<file path="src/rtl/note_score_sequencer_pkg.sv">
// Shared definitions for the note score sequencer: FSM state encodings and comparator score levels.
package note_score_sequencer_pkg;

    typedef enum logic [2:0] {
        S_IDLE       = 3'd0,
        S_WAIT_PAIR  = 3'd1,
        S_ISSUE      = 3'd2,
        S_WAIT_SCORE = 3'd3,
        S_ACCUM      = 3'd4,
        S_DONE       = 3'd5
    } state_e;

    localparam logic [3:0] SCORE_FULL = 4'd10;
    localparam logic [3:0] SCORE_T1   = 4'd7;
    localparam logic [3:0] SCORE_T2   = 4'd5;
    localparam logic [3:0] SCORE_NONE = 4'd0;

endpackage

</file>
<file path="src/rtl/note_score_accum.sv">
// Song result accumulator: saturating total, perfect-note counter and (NOTE_SCORE_STREAK_EN) best streak.
module note_score_accum
    import note_score_sequencer_pkg::*;
#(
    parameter int NOTE_W = 8,
    parameter int TOT_W  = 12
) (
    input  logic              clk,
    input  logic              rst_n,
    input  logic              clr,
    input  logic              acc_en,
    input  logic [3:0]        score,
    output logic [TOT_W-1:0]  total,
    output logic [NOTE_W-1:0] perfect_count
`ifdef NOTE_SCORE_STREAK_EN
    ,
    output logic [NOTE_W-1:0] best_streak
`endif
);

    function automatic logic [TOT_W-1:0] sat_add(input logic [TOT_W-1:0] a, input logic [3:0] b);
        logic [TOT_W:0] s;
        s = {1'b0, a} + {{(TOT_W-3){1'b0}}, b};
        if (s[TOT_W]) return '1;
        return s[TOT_W-1:0];
    endfunction

    logic [TOT_W-1:0]  total_q, total_d;
    logic [NOTE_W-1:0] perfect_q, perfect_d;
    logic              is_full;

    assign is_full = (score == SCORE_FULL);

    always_comb begin
        total_d   = total_q;
        perfect_d = perfect_q;
        if (clr) begin
            total_d   = '0;
            perfect_d = '0;
        end else if (acc_en) begin
            total_d = sat_add(total_q, score);
            if (is_full) perfect_d = perfect_q + NOTE_W'(1);
        end
    end

    always_ff @(posedge clk or negedge rst_n) begin
        if (!rst_n) begin
            total_q   <= '0;
            perfect_q <= '0;
        end else begin
            total_q   <= total_d;
            perfect_q <= perfect_d;
        end
    end

    assign total         = total_q;
    assign perfect_count = perfect_q;

`ifdef NOTE_SCORE_STREAK_EN
    // A forced timeout score is 0, so it breaks the run like any other non-perfect note.
    logic [NOTE_W-1:0] cur_q, cur_d, best_q, best_d;

    always_comb begin
        cur_d  = cur_q;
        best_d = best_q;
        if (clr) begin
            cur_d  = '0;
            best_d = '0;
        end else if (acc_en) begin
            if (is_full) begin
                cur_d = cur_q + NOTE_W'(1);
                if (cur_d > best_q) best_d = cur_d;
            end else begin
                cur_d = '0;
            end
        end
    end

    always_ff @(posedge clk or negedge rst_n) begin
        if (!rst_n) begin
            cur_q  <= '0;
            best_q <= '0;
        end else begin
            cur_q  <= cur_d;
            best_q <= best_d;
        end
    end

    assign best_streak = best_q;
`endif

endmodule

</file>
<file path="src/rtl/note_score_sequencer.sv">
// Song-level controller: issues one comparator request per note, watchdogs it, accumulates scores.
// Optional best-streak output enabled by defining NOTE_SCORE_STREAK_EN.
module note_score_sequencer
    import note_score_sequencer_pkg::*;
#(
    parameter int NOTE_W  = 8,
    parameter int TOT_W   = 12,
    parameter int TIMEOUT = 16
) (
    input  logic              clk,
    input  logic              rst_n,
    input  logic              song_start,
    input  logic [NOTE_W-1:0] song_len,
    input  logic              pair_avail,
    output logic              cmp_enable,
    output logic              cmp_start,
    input  logic              cmp_score_ready,
    input  logic [3:0]        cmp_score,
    output logic              busy,
    output logic              done,
    output logic [NOTE_W-1:0] notes_done,
    output logic [TOT_W-1:0]  total_score,
    output logic [NOTE_W-1:0] perfect_count,
    output logic              timeout_err
`ifdef NOTE_SCORE_STREAK_EN
    ,
    output logic [NOTE_W-1:0] best_streak
`endif
);

    localparam int WD_W = $clog2(TIMEOUT);
    localparam logic [WD_W-1:0] WD_LAST = WD_W'(TIMEOUT - 1);

    state_e            state_q, state_d;
    logic [NOTE_W-1:0] len_q, len_d;
    logic [NOTE_W-1:0] notes_q, notes_d;
    logic [WD_W-1:0]   wd_q, wd_d;
    logic [3:0]        score_q, score_d;
    logic              terr_q, terr_d;
    logic              clr;

    always_comb begin
        state_d = state_q;
        len_d   = len_q;
        notes_d = notes_q;
        wd_d    = wd_q;
        score_d = score_q;
        terr_d  = terr_q;
        clr     = 1'b0;
        case (state_q)
            S_IDLE: begin
                if (song_start) begin
                    clr     = 1'b1;
                    len_d   = song_len;
                    notes_d = '0;
                    terr_d  = 1'b0;
                    state_d = (song_len == '0) ? S_DONE : S_WAIT_PAIR;
                end
            end
            S_WAIT_PAIR: if (pair_avail) state_d = S_ISSUE;
            S_ISSUE: begin
                wd_d    = '0;
                state_d = S_WAIT_SCORE;
            end
            S_WAIT_SCORE: begin
                // A real strobe on the expiry cycle takes priority over the forced zero.
                if (cmp_score_ready) begin
                    score_d = cmp_score;
                    state_d = S_ACCUM;
                end else if (wd_q == WD_LAST) begin
                    score_d = SCORE_NONE;
                    terr_d  = 1'b1;
                    state_d = S_ACCUM;
                end else begin
                    wd_d = wd_q + WD_W'(1);
                end
            end
            S_ACCUM: begin
                notes_d = notes_q + NOTE_W'(1);
                state_d = (notes_d == len_q) ? S_DONE : S_WAIT_PAIR;
            end
            S_DONE:  state_d = S_IDLE;
            default: state_d = S_IDLE;
        endcase
    end

    always_ff @(posedge clk or negedge rst_n) begin
        if (!rst_n) begin
            state_q <= S_IDLE;
            len_q   <= '0;
            notes_q <= '0;
            wd_q    <= '0;
            score_q <= '0;
            terr_q  <= 1'b0;
        end else begin
            state_q <= state_d;
            len_q   <= len_d;
            notes_q <= notes_d;
            wd_q    <= wd_d;
            score_q <= score_d;
            terr_q  <= terr_d;
        end
    end

    assign busy        = (state_q != S_IDLE);
    assign cmp_enable  = busy;
    assign cmp_start   = (state_q == S_ISSUE);
    assign done        = (state_q == S_DONE);
    assign notes_done  = notes_q;
    assign timeout_err = terr_q;

    note_score_accum #(
        .NOTE_W (NOTE_W),
        .TOT_W  (TOT_W)
    ) u_accum (
        .clk           (clk),
        .rst_n         (rst_n),
        .clr           (clr),
        .acc_en        (state_q == S_ACCUM),
        .score         (score_q),
        .total         (total_score),
        .perfect_count (perfect_count)
`ifdef NOTE_SCORE_STREAK_EN
        ,
        .best_streak   (best_streak)
`endif
    );

endmodule

</file>
<file path="config.mk">
export PLATFORM = sky130hd
export DESIGN_NAME = note_score_sequencer
export DESIGN_NICKNAME = d
export VERILOG_FILES = /design/src/rtl/note_score_sequencer_pkg.sv /design/src/rtl/note_score_accum.sv /design/src/rtl/note_score_sequencer.sv
export SDC_FILE = /design/constraint.sdc
export NUM_CORES = 1
export LEC_CHECK = 0
export ABC_AREA = 1
export CAP_MARGIN = 10
export CORE_MARGIN = 3
export CORE_UTILIZATION = 25
export CTS_CLUSTER_SIZE = 16
export DETAILED_ROUTE_END_ITERATION = 8
export GPL_TIMING_DRIVEN = 0
export PLACE_DENSITY = 0.41
export SKIP_CTS_REPAIR_TIMING = 1
export SLEW_MARGIN = 20
export SYNTH_ARGS = -nofsm -noshare
export SYNTH_HDL_FRONTEND = slang
export SYNTH_SLANG_ARGS = --single-unit
</file>
<file path="constraint.sdc">
create_clock -name clk -period 2.65 [get_ports clk]
set_clock_uncertainty 0.05 [all_clocks]
set_input_delay 0.53 -clock clk [delete_from_list [all_inputs] [get_ports clk]]
set_output_delay 0.53 -clock clk [all_outputs]
set_load 0.01 [all_outputs]
</file>
==> impl_metrics.toml <==
[outcome]
outcome = "completed"

[grt]
grt_max_degree = 49
grt_usage_pct = 12.4
antenna_found_initial = 0
grt_pass1_wl_mm = 11.7
overflow = 0
grt_pass1_vias = 2404

[routing]
post_drt_wl_per_cell_um = 12.9
met3_length_um = 269
drc = 0
finalWirelength_mm = 7.02
drt-met1-wl_mm = 3.45
ant_nets = 0
route.met2.wl_mm = 3.23
routed_via_density = 4.49
drt_iter0_markers = 64
vias = 2437
routed.top_layer = "met4"
dr.pass1.iters = 4

[floorplanning]
core_sq_um = 10400
die_x_um = 110
ioPinCount = 50
die_y_um = 110
die_area_sq_um = 12100
start_util_pct = 26.0
row_count = 37

[finish]
fillers = 1125
multiInputGateArea_sq_um = 1300
drive_above_1_share_pct = 6.88
final_cell_count_no_fill = 543
regArea_sq_um = 1200
fin_nets = 431
area_delta_synth_final_pct = 27.8
diodes = 0

[sta]
hold_viol = 0
slew_headroom_pct = 57.6
max_freq_mhz = 425
setup_viol = 0
rsz0062_at_grt = "false"
max_slew.worst_pin.slew_ps = 637
slew_viol_final = 0
fin_crit_sh_pct = 88.9
period_minus_slack_ps = 2350

[clock_network]
cts_buffer_depth = 2
clk_pin_slew_ps = 100
cts_max_level = 2
cts_inserted_buffers = 5
clock_sinks = 48
clk_latency_ps = 310
cts_tree = "yes"
root_buffer = "clkbuf_8"

[setup_path]
cp-startpoint = "state_q[0]"
crit_required_ps = 2070
rr_worst_depth = 10
reg2reg_from = "u_accum.total[0]"
path_class = "flop to output port"
critPathArrivalTime_ps = 1770
worstPathMaxFanout = 6
start_kind = "flop"
end_kind = "output port"
crit_end = "cmp_enable"
rrSetupSlack_ps = 600
rr_endpoint = "u_accum.total[9]"

[yosys]
synth_nets = 375
yosysTopAreaCellShare_pct = 44.4
ys_ff_latch = 48
synth_area_sq_um = 2700
synth_cell_types = 35
ys_warn_count = 0
avgSynthCellArea_sq_um = 7.73
yosysSeqAreaShare_pct = 44.4
synth_largest_area_cell = "dfrtp_1"
yosys-top-cells-area = "dfrtp_1 44%, nand2_1 13%, nand3_1 7.0%, inv_1 5.7%, o21ai_0 4.6%"
synth_cells = 350

[power]
vdd.ir_drop.worst_v = 0.000291
power_density_nw_per_um2 = 731
p_total_mw = 2.53
leakagePower_nw = 1.61

[place]
port_buffers = 49
gp_congestion = 0.750
place_inst = 535
dpl.hpwl_mm = 5.27

[flow_run]
maxCapViolCount = 0

[min_path]
hold_class = "primary input to asynchronous set/reset pin"
## area by class of cell
type / instances / area share (%)
repair buffers: 49 / 14.1
plain buffers: 5 / 0.905
well taps: 136 / 4.93
clock inverters: 2 / 0.290
inverters: 46 / 5.07
multi-input cells: 251 / 37.5
flip-flops and latches: 48 / 34.8
clock buffers: 6 / 2.39
## kinds of logic after synthesis
family                     count (synthesis)  share of synthesized area (%)
adders and majority gates                  8                           3.98
xor gates and xnor gates                   6                           1.94
AOI/OAI and AO/OA                         52                           11.2
buffers and inverters                     51                           7.64
and+or+nand+nor                          185                           30.9
DFF                                       48                           44.4
## stage by stage
| stage | utilization (%) | setup slack (ps) | setup TNS (ps) | hold WS [ps] | instance area (sq um) |
|---|---|---|---|---|---|
| 6_report | 33.2 | 295 | 0 | 166 | 3450 |
| 5_1_grt | 33.2 | 197 | 0 | 241 | 3450 |
| 4_1_cts | 33.2 | 263 | 0 | 216 | 3450 |
| 3_5_place_dp | 32.3 | 576 | 0 | 433 | 3360 |
| 3_3_place_gp | 32.3 | -635 | -30310 | 436 | 3360 |
| 2_1_floorplan | - | 785 | 0 | 184 | 2700 |
## cells in the mapped netlist, drive strengths merged
| cell type | n |
|---|---|
| clkbuf | 1 |
| a21oi | 9 |
| nor4 | 2 |
| o211ai | 3 |
| nor2 | 35 |
| or2 | 1 |
| o31ai | 1 |
| fa | 1 |
| inv | 46 |
| nand4 | 3 |
| a211oi | 1 |
| xor2 | 4 |
| a22o | 2 |
| ha | 7 |
| buf | 4 |
| nand3 | 38 |
| nand2 | 99 |
| xnor2 | 2 |
| nand3b | 1 |
| nor3 | 5 |
| dfrtp | 48 |
| o21a | 1 |
| a31oi | 5 |
| o22ai | 3 |
| o221ai | 1 |
| o21ai | 26 |
| and3 | 1 |
## per-layer routing
| layer | global-route usage [%] | vias up |
|---|---|---|
| met2 | 20.4 | 36 |
| met5 | 0 | - |
| li1 | - | 1258 |
| met1 | 16.4 | 1138 |
| met3 | 2.74 | 5 |
| met4 | 3.21 | 0 |
## where the power goes
part / internal, mW / leakage [nW] / switching, mW
Sequential: 0.899 / 0.641 / 0.135
Combinational: 0.421 / 0.914 / 0.599
Clock: 0.209 / 0.0510 / 0.262
Total: 1.53 / 1.61 / 0.996
## cells in the final DEF, fill, tap and decap left out, drive strengths merged, types with 3 or more instances in the layout
| master | instances |
|---|---|
| ha | 7 |
| clkdlybuf4s50 | 48 |
| a21oi | 9 |
| xor2 | 4 |
| buf | 5 |
| nor3 | 5 |
| nand3 | 38 |
| o211ai | 3 |
| a31oi | 5 |
| nand2 | 99 |
| o21ai | 26 |
| dfrtp | 48 |
| clkbuf | 7 |
| nor2 | 35 |
| o22ai | 3 |
| nand4 | 3 |
| inv | 46 |
## state kept, by name, summed over array words and instances (netlist names)
register and count:
score_q 4, u_accum.perfect_count 8, notes_done 8, u_accum.total 12, state_q 3, wd_q 4
timeout_err 1, len_q 8
## how the worst min path moves through the flow
stage | start | endpoint | slack (ps) | cells past startpoint
2_1_floorplan | rst_n | len_q[0] | 180 | 0
3_3_place_gp | len_q[1] | len_q[1] | 440 | 2
3_5_place_dp | u_accum.perfect_count[7] | u_accum.perfect_count[7] | 430 | 1
4_1_cts | rst_n | notes_done[5] | 220 | 1
5_1_grt | rst_n | notes_done[5] | 240 | 1
6_report | rst_n | notes_done[7] | 170 | 1
## worst max-delay path: stages (launching register included)
cell and delay, ps:
dfrtp_1 380, inv_1 90, nand2_2 130, inv_1 70
nand2_2 140, buf_4 130, clkdlybuf4s50_1 520
No activity file was read; power rests on OpenSTA's default activity.
